File: src/rtl/pipeline_ctrl.sv
// pipeline_ctrl: stall/flush sequencer for the five-stage back end.
// Turns stage stall requests, multi-cycle EX ops and MEM-stage redirects into
// per-register hold/flush controls for PC, IF/ID, ID/EX, EX/MEM and MEM/WB.
module pipeline_ctrl #(
    parameter int unsigned CNT_W = 6,
    parameter int unsigned PC_W  = 32
) (
    input  logic             clk,
    input  logic             rst,
    input  logic             id_stall_req,
    input  logic             ex_stall_req,
    input  logic             ex_multi_start,
    input  logic [CNT_W-1:0] ex_multi_cycles,
    input  logic             mem_stall_req,
    input  logic             excp_req,
    input  logic [PC_W-1:0]  excp_target,
    output logic [4:0]       stall,
    output logic [4:0]       flush,
    output logic             redirect_en,
    output logic [PC_W-1:0]  redirect_pc,
    output logic             multi_busy,
    output logic             multi_done
);

    typedef enum logic [1:0] {StRun, StMulti, StExcp} state_e;

    state_e           state_q, state_d;
    logic [CNT_W-1:0] cnt_q, cnt_d;
    logic [PC_W-1:0]  redirect_pc_q, redirect_pc_d;

    logic start_any;
    logic start_one;
    logic start_long;
    logic cnt_last;

    assign start_any  = (state_q == StRun) && ex_multi_start && (ex_multi_cycles != '0);
    assign start_one  = start_any && (ex_multi_cycles == CNT_W'(1));
    assign start_long = start_any && (ex_multi_cycles >= CNT_W'(2));
    assign cnt_last   = (state_q == StMulti) && (cnt_q == CNT_W'(1));

    // State, down-counter and redirect target registers.
    always_ff @(posedge clk or negedge rst) begin
        if (!rst) begin
            state_q       <= StRun;
            cnt_q         <= '0;
            redirect_pc_q <= '0;
        end else begin
            state_q       <= state_d;
            cnt_q         <= cnt_d;
            redirect_pc_q <= redirect_pc_d;
        end
    end

    // Next-state: exception preempts everything except the redirect cycle itself.
    always_comb begin
        state_d       = state_q;
        cnt_d         = cnt_q;
        redirect_pc_d = redirect_pc_q;
        if (state_q == StExcp) begin
            state_d = StRun;
        end else if (excp_req) begin
            state_d       = StExcp;
            cnt_d         = '0;
            redirect_pc_d = excp_target;
        end else if (state_q == StRun) begin
            if (start_long) begin
                state_d = StMulti;
                cnt_d   = ex_multi_cycles - CNT_W'(1);
            end
        end else begin
            // MULTI counts down regardless of memory stalls.
            cnt_d = cnt_q - CNT_W'(1);
            if (cnt_last) begin
                state_d = StRun;
            end
        end
    end

    // Outputs: highest-priority stall source picks the hold mask and bubble flush.
    always_comb begin
        stall      = 5'b00000;
        flush      = 5'b00000;
        multi_done = 1'b0;
        if (state_q == StExcp) begin
            flush = 5'b00010;
        end else if (excp_req) begin
            flush = 5'b11110;
        end else begin
            multi_done = start_one || cnt_last;
            if (mem_stall_req) begin
                stall = 5'b01111;
                flush = 5'b10000;
            end else if (ex_stall_req || start_any || (state_q == StMulti)) begin
                stall = 5'b00111;
                flush = 5'b01000;
            end else if (id_stall_req) begin
                stall = 5'b00011;
                flush = 5'b00100;
            end
        end
    end

    assign redirect_en = (state_q == StExcp);
    assign redirect_pc = redirect_pc_q;
    assign multi_busy  = (state_q == StMulti);

endmodule

File: config.mk
export PLATFORM = sky130hd
export DESIGN_NAME = pipeline_ctrl
export DESIGN_NICKNAME = d
export VERILOG_FILES = /design/src/rtl/pipeline_ctrl.sv
export SDC_FILE = /design/constraint.sdc
export NUM_CORES = 1
export LEC_CHECK = 0
export ABC_CLOCK_PERIOD_IN_PS = 1800
export BUFFER_PORTS_ARGS = -buffer_cell sky130_fd_sc_hd__buf_2
export CAP_MARGIN = 20
export CORE_MARGIN = 3
export CORE_UTILIZATION = 46
export CTS_CLUSTER_DIAMETER = 100
export DETAILED_ROUTE_END_ITERATION = 8
export HOLD_SLACK_MARGIN = 0.1
export PLACE_DENSITY = 0.79
export REMOVE_ABC_BUFFERS = 1
export SYNTH_ARGS = -nofsm -noshare
export SYNTH_HDL_FRONTEND = slang
export SYNTH_SLANG_ARGS = --single-unit
File: constraint.sdc
create_clock -name clk -period 1.8 [get_ports clk]
set_input_delay 0.18 -clock clk [delete_from_list [all_inputs] [get_ports clk]]
set_output_delay 0.18 -clock clk [all_outputs]
set_load 0.02 [all_outputs]
=== Word-level counts from Yosys, hierarchy flattened ===
Index checks and enable logic that the tools add are counted.

* Flip-flop bits (word level): 40
* Bits in latches: 0
* Bits in writable memories: 0
* Memory bits (read-only): 0
* Input bits: 45
* Output and inout bits: 45
* Word-level logic and storage cells: 47
* Memories kept: 0

* Add/subtract/negate cells: 2
* Multiply operators: 0
* Div/mod/pow operators: 0
* $lt $le $gt $ge: 1
* Equal/unequal tests: 6
* Shifts and indexed selects: 0
* Mux-type cells: 20
* Bitwise gates (word level): 1
* Reductions and logical operators: 14

{| class="wikitable"
|+ Operator list
! kind !! number
|-
| $mux 5 || 4
|-
| $mux 6 || 3
|-
| $eq 6x1->1 const B || 2
|-
| $mux 2 || 6
|-
| $mux 4 || 3
|-
| $sub 6x1->6 const B || 2
|-
| $ge 6x2->1 const B || 1
|-
| $mux 3 || 2
|-
| $reduce_and 2->1 || 3
|-
| $reduce_bool 6->1 || 1
|-
| $logic_and 1x1->1 || 5
|-
| $ne 4x4->1 const B || 1
|-
| $reduce_bool 4->1 || 1
|-
| $logic_or 1x1->1 || 3
|-
| $ne 3x3->1 const B || 1
|-
| $eq 2x1->1 const B || 1
|-
| $eq 2x2->1 const B || 1
|-
| $logic_not 2->1 || 1
|-
| $mux 1 || 2
|-
| $not 1->1 || 1
|}

=== Depth between registers and ports, before layout ===
* Depth after elaboration: 9
* Gate-level depth with buffers: 6
* Gate-level depth less buffers: 6

=== Least setup slack after synthesis ===
No wires, ideal clock.

* Path kind: reg-to-output
* From: register state_q[0]
* To: output flush[2]
* Data arrival time: 1.612 ns
* Data required time: 1.620 ns
* Path slack: 0.008 ns
* Cell stages (with the launch flop): 4
* Buffers on the path: 0
* Path through: dfrtp_1 > nor2b_1 > or3_1 > o31ai_1

* Elaborated cells on any way between the ends: 11
* Classes of those cells: eq/ne: 2; mux: 4; reduce/logical: 5

{| class="wikitable"
|+ RTL lines
! item !! RTL line !! source
|-
| from (decl) || 27 || <nowiki>state_e state_q, state_d;</nowiki>
|-
| from (signal assigned) || 44 || <nowiki>state_q <= StRun;</nowiki>
|-
| from (signal assigned) || 48 || <nowiki>state_q <= state_d;</nowiki>
|-
| $eq 2x1->1 || n/a ||
|-
| net multi_busy || 21 || <nowiki>output logic multi_busy,</nowiki>
|-
| $logic_or 1x1->1 || 93 || <nowiki>end else if (ex_stall_req || start_any || (state_q == StMulti)) begin</nowiki>
|-
| $mux 4 || 93 ||
|-
| $mux 5 || 90 || <nowiki>if (mem_stall_req) begin</nowiki>
|-
| $mux 5 || 86 || <nowiki>end else if (excp_req) begin</nowiki>
|-
| $mux 5 || 84 || <nowiki>if (state_q == StExcp) begin</nowiki>
|-
| to (decl) || 18 || <nowiki>output logic [4:0] flush,</nowiki>
|}

The timed path passes the listed nets, and every way through them passes these cells.

=== Final worst setup path ===
* From: register state_q[0]
* To: output stall[1]

* Longest elaborated chain between the ends: 9
* Elaborated cells on any way between the ends: 11
* Classes of those cells: eq/ne: 2; mux: 4; reduce/logical: 5

{| class="wikitable"
|+ RTL lines
! item !! RTL line !! source
|-
| $logic_not 2->1 || 36 || <nowiki>assign start_any = (state_q == StRun) && ex_multi_start && (ex_multi_cycles != '0);</nowiki>
|-
| $logic_and 1x1->1 (2 in series) || 36 ||
|-
| $logic_or 1x1->1 (2 in series) || 93 ||
|-
| $mux 3 || 93 ||
|-
| $mux 4 || 90 ||
|-
| $mux 4 || 86 ||
|-
| $mux 5 * || 84 ||
|-
| to (decl) || 17 || <nowiki>output logic [4:0] stall,</nowiki>
|}

Mark *: on every way between the ends. The rest lies on a longest branch, timed or not.

==> impl_metrics.ini <==
[drt]
drt-pass1-iter-count = 4
wire_per_inst_um = 15.2
wirelength_um = 4840
antenna_left = 0
route.vias.total = 1648
drc = 0
routed_via_density = 5.18
dr.first_iter.drc_count = 91

[timing]
setup_tns_ns = -0.423
period_share = 1.07
post-route-min-period_ns = 1.92
finalSetupViolations = 6
hold_ws_ns = 0.113
tightest_slew_ns = 0.505
worst_slack_ns = -0.124
relSlewSlack = 0.663
fmaxAchievable_ghz = 0.520
drv_slew = 0
worst_clock_skew_ns = 0.00465
rsz0062_at_grt = yes
hold_viol_final = 0

[layout]
finalCoreUtilization = 0.671
design_area_um2 = 2720
drive_gt1_frac = 0.582
syn2layout_area_growth_pct = 38.6
final_cells = 318
diodes = 0
fin_nets = 317

[cts]
clock-sinks = 40
cts_root_buf = clkbuf_8
cts_buffers = 5
cts_buffer_depth = 2
clk_latency_ns = 0.29
cts_tree = done
htree_levels = 2
cts.clk_slew.worst_paths_ns = 0.08

[worst_setup_path]
rr_endpoint = cnt_q[3]$_DFFE_PN0P_
path_class = reg2out
worstPathCellList = buf_6 -> nor2b_4 -> or3_4 -> o31a_1 -> buf_2
worst-path-buf-inv = 2
crit_slowest_cell = dfrtp_1
cp.required_ns = 1.62
endpoint_kind = primary output
crit_family = simple AND/OR/NAND/NOR gates
reg2reg_depth = 7
cpPeakStageDelay_ns = 0.41
critPathMaxFanout = 3
r2r_slack_ns = 0.08
critPathLaunch = state_q[0]$_DFFE_PN0P_
path_depth = 5
cp_data_arrival_time_ns = 1.74
crit_path_end = stall[1]
regToRegStartpoint = state_q[0]$_DFFE_PN0P_
worstSetupStartpointType = register

[global_routing]
grt_start_max_net_pins = 41
grt_pass1_vias = 1590
grt_util_all_layers = 0.186
overflow = 0
grt_pass1_wl_um = 7390
antenna_found_initial = 0

[power]
p_leak_nw = 1.34
power_density_nw_per_um2 = 1150
irDropWorstVdd_mv = 0.546
total_power_mw = 3.14

[run_status]
status = finished, violations left
violations = negative setup slack

[placement]
place_area_um2 = 2490
place_hpwl_um = 3360
post-place-ws_ns = -0.0139
port_buffers = 87
place_inst = 303
gp_congestion = 0.840

[synthesis]
async_flop_share = 1.00
syn-instance-count = 165
synth.avg_cell_area_um2 = 11.9
ys.flop_type = dfrtp_1
seq_area_frac_synth = 0.510
syn_area_um2 = 1960
synth-seq-cells = 40
ys_types = 38
ys_warn_count = 0
synth_edf_count = 0

[floorplanning]
rows = 23
initial_core_util = 0.484
core_um2 = 4060
die_y_um = 71.3
die_width_um = 71.3
ios = 90
die-area_um2 = 5090

[worst_hold_path]
hold_class = in2reg

[job]
drv_cap = 0
## Yosys cell counts, drive strengths merged (3+ instances only)
cell,instances,area (um^2)
ha,5,62.6
inv,7,26.3
nand2,3,11.3
nor2,9,33.8
o31a,3,26.3
o21ai,5,25.0
mux2,33,372
dfrtp,40,1000
o21a,4,31.3
a21oi,6,30.0
buf,6,37.5
nand2b,3,18.8
nor3,7,35.0
or4,3,26.3
o31ai,4,30.0
## where the power goes
group,switching [mW],total (mW),internal (mW)
logic,0.711,1.28,0.568
clock network,0.309,0.615,0.306
registers,0.127,1.25,1.12
total,1.15,3.14,1.99
## state kept, by name, indices dropped and copies added, names as in the netlist
signal / cells
redirect_pc: 32
cnt_q: 6
state_q: 2
## metal layers
metal,routed length (um),global-route usage,vias up,part of all wire
met3,313,0.0505,2,0.065
met5,0,0,-,0
met2,2600,0.328,65,0.54
met4,30,0.0543,0,0.0062
met1,1900,0.222,785,0.39
li1,-,-,796,-
## final cells by class
class	instances	area, um^2
fillers	337	1340
flip-flops and latches	40	1000
multi-input cells	112	943
repair buffers	101	596
clock buffers	6	82.6
well taps	50	62.6
inverters	7	26.3
clock inverters	2	10.0
## logic make-up after synthesis
kind of cell,count (synthesis),synth area share
buffers and inverters,14,0.0344
muxes,35,0.199
AOI/OAI and AO/OA,30,0.106
DFF,40,0.510
other,1,0.00191
adders and majority gates,5,0.0319
and+or+nand+nor,38,0.108
xor gates and xnor gates,2,0.00892
## repair_timing
action | CTS | global route
pin swaps | 2 | 4
endpoints found under the setup margin | 7 | 12
cloned | 1 | 0
gates resized for setup | 11 | 7
endpoints found under the hold margin | 40 | 0
setup buffers | 3 | 2
hold buffers | 1 | 0
## cells in the final DEF, fill, tap and decap left out, drive strengths merged, types with 5 or more instances in the layout
cell,netlist,routed
nor2,9,9
a21oi,6,6
ha,5,5
o21ai,5,5
nor3,7,7
buf,6,99
mux2,33,33
inv,7,7
clkbuf,1,6
dfrtp,40,40
## how the worst min path moves through the flow
stage | startpoint | endpoint | cells after the start
after floorplan | rst | cnt_q[0]$_DFFE_PN0P_ | 0
after global placement | rst | redirect_pc[3]$_DFFE_PN0P_ | 2
after detailed placement | rst | redirect_pc[0]$_DFFE_PN0P_ | 2
after CTS | excp_target[16] | redirect_pc[16]$_DFFE_PN0P_ | 2
after global routing | excp_target[12] | redirect_pc[12]$_DFFE_PN0P_ | 2
final | excp_target[12] | redirect_pc[12]$_DFFE_PN0P_ | 2
Power figures use the tool's default switching activity.
